--- src/rtl/axis_uart_tx.sv ---
// AXI-Stream byte to 8N1 UART serialiser with one-byte holding register.
// Optional LF->CRLF expansion is compiled in when AXIS_UART_CRLF_EN is defined.
module axis_uart_tx #(
    parameter int unsigned CLOCKS_PER_BIT = 100
) (
    input  logic       clock,
    input  logic       reset,
    input  logic       s_tvalid,
    output logic       s_tready,
    input  logic       s_tlast,
    input  logic       s_tkeep,
    input  logic [7:0] s_tdata,
    output logic       uart_tx_o,
    output logic       busy_o,
    output logic       last_o
);

    localparam int unsigned CW = $clog2(CLOCKS_PER_BIT);
    localparam logic [CW-1:0] CNT_MAX = CW'(CLOCKS_PER_BIT - 1);

    typedef enum logic [2:0] {
        IDLE,
        START,
        DATA,
        STOP
`ifdef AXIS_UART_CRLF_EN
        , GAP
`endif
    } state_t;

    state_t        state, state_n;
    logic [CW-1:0] cnt, cnt_n;
    logic [2:0]    bit_idx, bit_n;
    logic [7:0]    data_q, data_n;
    logic          tlast_q, tlast_n;
    logic          tx_n, ready_n, last_n;
    logic          bit_end;
`ifdef AXIS_UART_CRLF_EN
    logic          crlf_q, crlf_n;
`endif

    assign bit_end = (cnt == CNT_MAX);
    assign busy_o  = (state != IDLE);

    always_comb begin
        state_n = state;
        cnt_n   = cnt;
        bit_n   = bit_idx;
        data_n  = data_q;
        tlast_n = tlast_q;
        last_n  = 1'b0;
`ifdef AXIS_UART_CRLF_EN
        crlf_n  = crlf_q;
`endif
        case (state)
            IDLE: begin
                if (s_tvalid && s_tready && s_tkeep) begin
                    data_n  = s_tdata;
                    tlast_n = s_tlast;
                    cnt_n   = '0;
                    bit_n   = '0;
                    state_n = START;
`ifdef AXIS_UART_CRLF_EN
                    if (s_tdata == 8'h0A) begin
                        data_n = 8'h0D;
                        crlf_n = 1'b1;
                    end
`endif
                end
            end
            START: begin
                if (bit_end) begin
                    cnt_n   = '0;
                    state_n = DATA;
                end else begin
                    cnt_n = cnt + 1'b1;
                end
            end
            DATA: begin
                if (bit_end) begin
                    cnt_n = '0;
                    bit_n = bit_idx + 3'd1;
                    if (bit_idx == 3'd7) state_n = STOP;
                end else begin
                    cnt_n = cnt + 1'b1;
                end
            end
            STOP: begin
                if (bit_end) begin
                    cnt_n = '0;
`ifdef AXIS_UART_CRLF_EN
                    // CR frame done: reload the LF and defer the tlast pulse
                    if (crlf_q) begin
                        state_n = GAP;
                        data_n  = 8'h0A;
                        crlf_n  = 1'b0;
                    end else
`endif
                    begin
                        state_n = IDLE;
                        last_n  = tlast_q;
                    end
                end else begin
                    cnt_n = cnt + 1'b1;
                end
            end
`ifdef AXIS_UART_CRLF_EN
            GAP: begin
                cnt_n   = '0;
                bit_n   = '0;
                state_n = START;
            end
`endif
            default: state_n = IDLE;
        endcase

        // Outputs are registered from the next state so they align with it
        case (state_n)
            START:   tx_n = 1'b0;
            DATA:    tx_n = data_n[bit_n];
            default: tx_n = 1'b1;
        endcase
        ready_n = (state_n == IDLE);
    end

    always_ff @(posedge clock) begin
        if (reset) begin
            state     <= IDLE;
            cnt       <= '0;
            bit_idx   <= '0;
            data_q    <= '0;
            tlast_q   <= 1'b0;
            s_tready  <= 1'b0;
            uart_tx_o <= 1'b1;
            last_o    <= 1'b0;
`ifdef AXIS_UART_CRLF_EN
            crlf_q    <= 1'b0;
`endif
        end else begin
            state     <= state_n;
            cnt       <= cnt_n;
            bit_idx   <= bit_n;
            data_q    <= data_n;
            tlast_q   <= tlast_n;
            s_tready  <= ready_n;
            uart_tx_o <= tx_n;
            last_o    <= last_n;
`ifdef AXIS_UART_CRLF_EN
            crlf_q    <= crlf_n;
`endif
        end
    end

endmodule
--- config.mk ---
export PLATFORM = sky130hd
export DESIGN_NAME = axis_uart_tx
export DESIGN_NICKNAME = d
export VERILOG_FILES = /design/src/rtl/axis_uart_tx.sv
export SDC_FILE = /design/constraint.sdc
export NUM_CORES = 1
export LEC_CHECK = 0
export ABC_AREA = 1
export ABC_CLOCK_PERIOD_IN_PS = 3700
export BUFFER_PORTS_ARGS = -buffer_cell sky130_fd_sc_hd__buf_2
export CAP_MARGIN = 40
export CORE_MARGIN = 4
export CORE_UTILIZATION = 58
export DETAILED_ROUTE_END_ITERATION = 10
export MAX_ROUTING_LAYER = met4
export PLACE_DENSITY = 0.76
export SYNTH_ARGS = -nofsm -noshare
export SYNTH_HDL_FRONTEND = slang
export SYNTH_SLANG_ARGS = --single-unit
export TNS_END_PERCENT = 100
--- constraint.sdc ---
create_clock -name clock -period 3.7 [get_ports clock]
set_input_delay 0.925 -clock clock [delete_from_list [all_inputs] [get_ports clock]]
set_output_delay 0.925 -clock clock [all_outputs]
set_load 0.01 [all_outputs]
==> impl_metrics.ini, run 1 <==
[cells_and_area]
drive_above_1_share_pct = 18.1
num_antenna_cells = 0
area_growth_pct = 8.93
nFillCells = 200
final_nets = 221
instances_no_fill = 231

[clocking]
clkLatencyLatePin_ns = 0.32
htree_levels = 1
cts_buffer_depth = 2
numClockSinks = 25
cts_hold_buf = 0
ctsResizeCount = 0
cts-buffers-inserted = 3
cts_setup_buffers = 0
root_buffer = clkbuf_4
cts_tree = yes
path_clk_slew_ns = 0.12

[worst_setup_path]
path_max_fanout = 11
endpoint_kind = flop
crit_type = in -> reg
crit_arrival_ns = 2.21
cp-start-kind = input pin
required_ns = 3.91

[global_routing]
grt_max_degree = 15
globalRouteOverflowTotal = 0
antenna_found_initial = 0
grt_pass1_vias = 985
grt_usage_pct = 19.7
grt_pass1_wl_mm = 4.13

[sta]
finalCritPeriodShare_pct = 54.1
rsz0062_at_grt = false
worst_slack_ns = 1.70
final.setup.tns_ns = 0
maxSlewViolCount = 0
hold_viol_final = 0
setup_violations = 0
max_clock_freq_ghz = 0.500
layout_min_cycle_time_ns = 2.00
holdWs_ns = 0.478
clock_skew_ns = 0.0120

[floorplan]
die_h_um = 55.1
io_pins = 17
start_util_pct = 63.1
die_w_um = 55.1
core-area_sq_um = 2040
fp.dieArea_sq_um = 3040
rows = 16

[power]
power_per_cell_area_nw_per_um2 = 308
ir_worst_vdd_mv = 0.262
p_leak_nw = 0.619

[yosys]
synth_top_area_share_pct = 38.8
synth_xor_area_share_pct = 0
ys_ff_latch = 25
ys_seq_area_share_pct = 38.8
synthAdderAreaFrac_pct = 2.91
syn_area_sq_um = 1290
synth.most_common_cell = nand2_1
synthTopCellsByCount = nand2_1, dfxtp_1, nand3_1
async_flop_share_pct = 0
ys.flop_type = dfxtp_1
synth_compound_area_share_pct = 9.90
synth_cells = 187
yosys.area.top_type = dfxtp_1
synth_edf_count = 0
synth_area_leaders = dfxtp_1, nand2_1, nand3_1
synth_nets = 203
syn_avg_cell_area_sq_um = 6.89
synthSimpleGateAreaFrac_pct = 38.3
ys_warn_count = 0
synthMuxAreaShare_pct = 0
synth_top_family_by_area = simple AND/OR/NAND/NOR gates
ys_types = 25

[worst_hold_path]
hold_path.class = reg -> reg

[drt]
vias_per_cell = 5.14
initialDrtViolationCount = 33
first_pass_iters = 4
drc = 0
drt_wl_total_mm = 2.51
wl_per_cell_um = 10.9
ant_nets = 0
vias = 1187

[placed_design]
post-dp-hpwl_mm = 1.97
gp_congestion = 0.925
port_buffers = 16
post-place-cells = 227
place_ws_ns = 1.38

[run_status]
status = complete, no violations

[job]
maxCapViolCount = 0
[metal layers]
layer	up-vias	global-route usage, %	routed length [um]	part of all wire, %
li1	640	-	-	-
met1	511	26.6	1210	48
met2	32	29.1	1090	44
met3	4	2.41	162	6.5
met4	0	9.72	45	1.8
met5	-	-	0	0
[layout make-up]
| type | instances | area [sq um] | area share (%) |
|---|---|---|---|
| Multi-Input combinational cell | 133 | 663 | 47.2 |
| Sequential cell | 25 | 500 | 35.7 |
| Inverter | 26 | 98.8 | 7.04 |
| Timing Repair Buffer | 16 | 80.1 | 5.70 |
| Tap cell | 27 | 33.8 | 2.41 |
| Clock buffer | 3 | 22.5 | 1.60 |
| Clock inverter | 1 | 5.00 | 0.357 |
[layout by cell type, fill, tap and decap left out, types with 3 or more instances in the layout]
cell and count:
clkbuf_4 3, a21oi_1 13, nor2_2 3, ha_1 3
buf_2 16, inv_2 4, o21ai_0 5, dfxtp_1 25
nand3_1 23, nor2_1 21, nand2_1 38, inv_1 21
nand2_2 5, nor3_1 8
[through the flow]
step / util (%) / cell area, sq um / power (W)
2_1_floorplan: - / 1290 / 0.000306
3_3_place_gp: 67.4 / 1380 / 0.000318
3_5_place_dp: 67.4 / 1380 / 0.000318
4_1_cts: 68.8 / 1400 / 0.000436
5_1_grt: 68.8 / 1400 / 0.000453
6_report: 68.8 / 1400 / 0.000432
[where the power goes]
group / leakage [nW] / internal, W / switching, W / total (W)
Combinational: 0.398 / 0.0000136 / 0.0000217 / 0.0000353
Clock: 0.0177 / 0.0000404 / 0.0000794 / 0.000120
Sequential: 0.203 / 0.000274 / 0.00000279 / 0.000277
Total: 0.619 / 0.000328 / 0.000104 / 0.000432
[critical path, stage by stage]
cell and delay, ns:
buf_2 0.09, nand3_1 0.16, inv_1 0.07, nand2_1 0.32
nand2_1 0.10, o22ai_1 0.19, inv_1 0.09, nand3_1 0.09
nand2_1 0.06, nand2_1 0.05, nand3_1 0.05
[state kept, by name (all words and copies together) (netlist names)]
name and flops:
bit_idx 3, cnt 7, tlast_q 1, uart_tx_o 1
s_tready 1, state 3, data_q 8, last_o 1
[path summary, 6_finish.rpt]
check	start	to	slack, ns	cells after the start
max	s_tvalid	uart_tx_o$_SDFF_PP1_	1.70	11
min	data_q[5]$_SDFF_PP0_	data_q[5]$_SDFF_PP0_	0.48	2
max reg2reg	cnt[0]$_SDFFE_PP0P_	uart_tx_o$_SDFF_PP1_	1.88	12
min reg2reg	data_q[5]$_SDFF_PP0_	data_q[5]$_SDFF_PP0_	0.48	2
[cell families after synthesis]
logic type               after synthesis
AO/OA/AOI/OAI                         23
adder cells (fa/ha/maj)                3
buffers and inverters                 29
flip-flops                            25
other                                  1
AND/OR/NAND/NOR                      106
(Power assumes the default switching activity.)
==> inputs of run 2 (changes only) <==
--- a/config.mk
+++ b/config.mk
@@ -6,14 +6,14 @@
 export NUM_CORES = 1
 export LEC_CHECK = 0
 export ABC_AREA = 1
-export ABC_CLOCK_PERIOD_IN_PS = 3700
+export ABC_CLOCK_PERIOD_IN_PS = 2000
 export BUFFER_PORTS_ARGS = -buffer_cell sky130_fd_sc_hd__buf_2
 export CAP_MARGIN = 40
 export CORE_MARGIN = 4
-export CORE_UTILIZATION = 58
+export CORE_UTILIZATION = 56
 export DETAILED_ROUTE_END_ITERATION = 10
 export MAX_ROUTING_LAYER = met4
-export PLACE_DENSITY = 0.76
+export PLACE_DENSITY = 0.74
 export SYNTH_ARGS = -nofsm -noshare
 export SYNTH_HDL_FRONTEND = slang
 export SYNTH_SLANG_ARGS = --single-unit
==> constraint.sdc (replaced) <==
create_clock -name clock -period 2 [get_ports clock]
set_input_delay 0.5 -clock clock [delete_from_list [all_inputs] [get_ports clock]]
set_output_delay 0.5 -clock clock [all_outputs]
set_load 0.01 [all_outputs]
==> run 2 against run 1 <==
Flip-flop and latch count did not move; clock skew decreased by 0.0040 ns; count of clock-buffer cells in the layout up 1; wire length rose by 1.2%; final area did not move; critical path type is now reg -> reg; largest power group unchanged.
==> impl_metrics.ini, run 2 (synthesized netlist as in run 1, its figures left out) <==
[run_status]
status = complete, no violations

[sta]
final.setup.tns_ns = 0
setup_violations = 0
worst_slack_ns = 0.255
hold_viol_final = 0
finalCritPeriodShare_pct = 87.3
max_clock_freq_ghz = 0.573
clock_skew_ns = 0.00803
rsz0062_at_grt = false
maxSlewViolCount = 0
layout_min_cycle_time_ns = 1.75

[clocking]
cts_hold_buf = 0
cts_tree = yes
cts-buffers-inserted = 3
root_buffer = clkbuf_4
numClockSinks = 25
cts_buffer_depth = 2
clkLatencyLatePin_ns = 0.33
htree_levels = 1
ctsResizeCount = 0
path_clk_slew_ns = 0.14
cts_setup_buffers = 0

[cells_and_area]
reg.largest.list = data_q: 8 flops, cnt: 7 flops
top_register = data_q
largest_register_ffs = 8
num_antenna_cells = 0
layout_common_cells = nand2_1, dfxtp_1, nand3_1
layout_commonest_cell = nand2_1
drive_above_1_share_pct = 17.6
nFillCells = 229
final_nets = 221
area_growth_pct = 8.93

[worst_setup_path]
cp-start-kind = flop
r2r.worst_path.cells = 12
path_max_fanout = 6
crit_type = reg -> reg
crit_arrival_ns = 1.97
required_ns = 2.23
endpoint_kind = flop

[floorplan]
fp.dieArea_sq_um = 3130
start_util_pct = 58.8
io_pins = 17
die_w_um = 56.0
core-area_sq_um = 2190
rows = 17
die_h_um = 56.0

[drt]
wl_per_cell_um = 10.9
maxUsedRoutingLayer = met4
met2_wirelength_mm = 1.11
first_pass_iters = 4
initialDrtViolationCount = 21
drc = 0
route.met3.wl_um = 93
wl_met1_mm = 1.28
vias = 1182
ant_nets = 0
vias_per_cell = 5.09
drt_wl_total_mm = 2.54

[power]
p_leak_nw = 0.616
power_per_cell_area_nw_per_um2 = 578
ir_worst_vdd_mv = 0.444

[placed_design]
place_ws_ns = 0.108
port_buffers = 16
post-dp-hpwl_mm = 1.96
gp_congestion = 0.827

[worst_hold_path]
hold_path.class = in -> reg
hold_depth = 3

[global_routing]
grt_pass1_vias = 1077
grt_usage_pct = 17.8
globalRouteOverflowTotal = 0
grt_max_degree = 15
grt_pass1_wl_mm = 4.46
antenna_found_initial = 0

[job]
maxCapViolCount = 0
-- run 2: cell types whose count changed in the layout (fill, tap and decap cells not counted) --
cell      delta
clkinv_2     -1
clkbuf_1     +1
-- run 2: path summary, 6_finish.rpt --
check,startpoint,endpoint,slack (ns)
max,cnt[0]$_SDFFE_PP0P_,uart_tx_o$_SDFF_PP1_,0.25
min,s_tlast,tlast_q$_SDFFE_PP0P_,0.40
max reg2reg,cnt[0]$_SDFFE_PP0P_,uart_tx_o$_SDFF_PP1_,0.25
min reg2reg,data_q[5]$_SDFF_PP0_,data_q[5]$_SDFF_PP0_,0.48
-- run 2: routing by layer --
metal  vias to the layer above  global-route usage, %
li1                        640                      -
met1                       517                   22.3
met2                        20                   28.7
met3                         5                   2.78
met4                         0                   7.12
met5                         -                      -
-- run 2: report_power, final --
part | switching (W) | internal [W] | total [W] | leakage (nW)
Sequential | 0.00000518 | 0.000507 | 0.000513 | 0.203
Clock | 0.000155 | 0.0000782 | 0.000233 | 0.0150
Combinational | 0.0000411 | 0.0000252 | 0.0000663 | 0.398
-- run 2: critical path, cell delays in order (launching register included) --
cell and delay, ns:
dfxtp_1 0.39, ha_1 0.20, inv_1 0.06, nor2_1 0.11, nand3_1 0.20, nand2_1 0.11
nand3_1 0.13, nand3_1 0.12, nand3_1 0.08, nand3_1 0.08, nand2_1 0.06, nand2_1 0.05
nand3_1 0.06
-- run 2: area by class of cell --
class                   count  area [sq um]  share of cell area (%)
multi-input cells         133           663                    47.2
flip-flops and latches     25           500                    35.7
inverters                  26          98.8                    7.04
repair buffers             16          80.1                    5.70
well taps                  28          35.0                    2.50
clock buffers               4          26.3                    1.87
-- run 2: stage by stage --
stage	cells	hold slack [ns]	utilization (%)	power, W	instance area (sq um)
2_1_floorplan	187	0.440	-	0.000567	1290
3_3_place_gp	228	0.454	62.9	0.000588	1380
3_5_place_dp	228	0.459	62.9	0.000590	1380
4_1_cts	232	0.397	64.1	0.000816	1400
5_1_grt	232	0.428	64.1	0.000845	1400
6_report	232	0.397	64.1	0.000812	1400
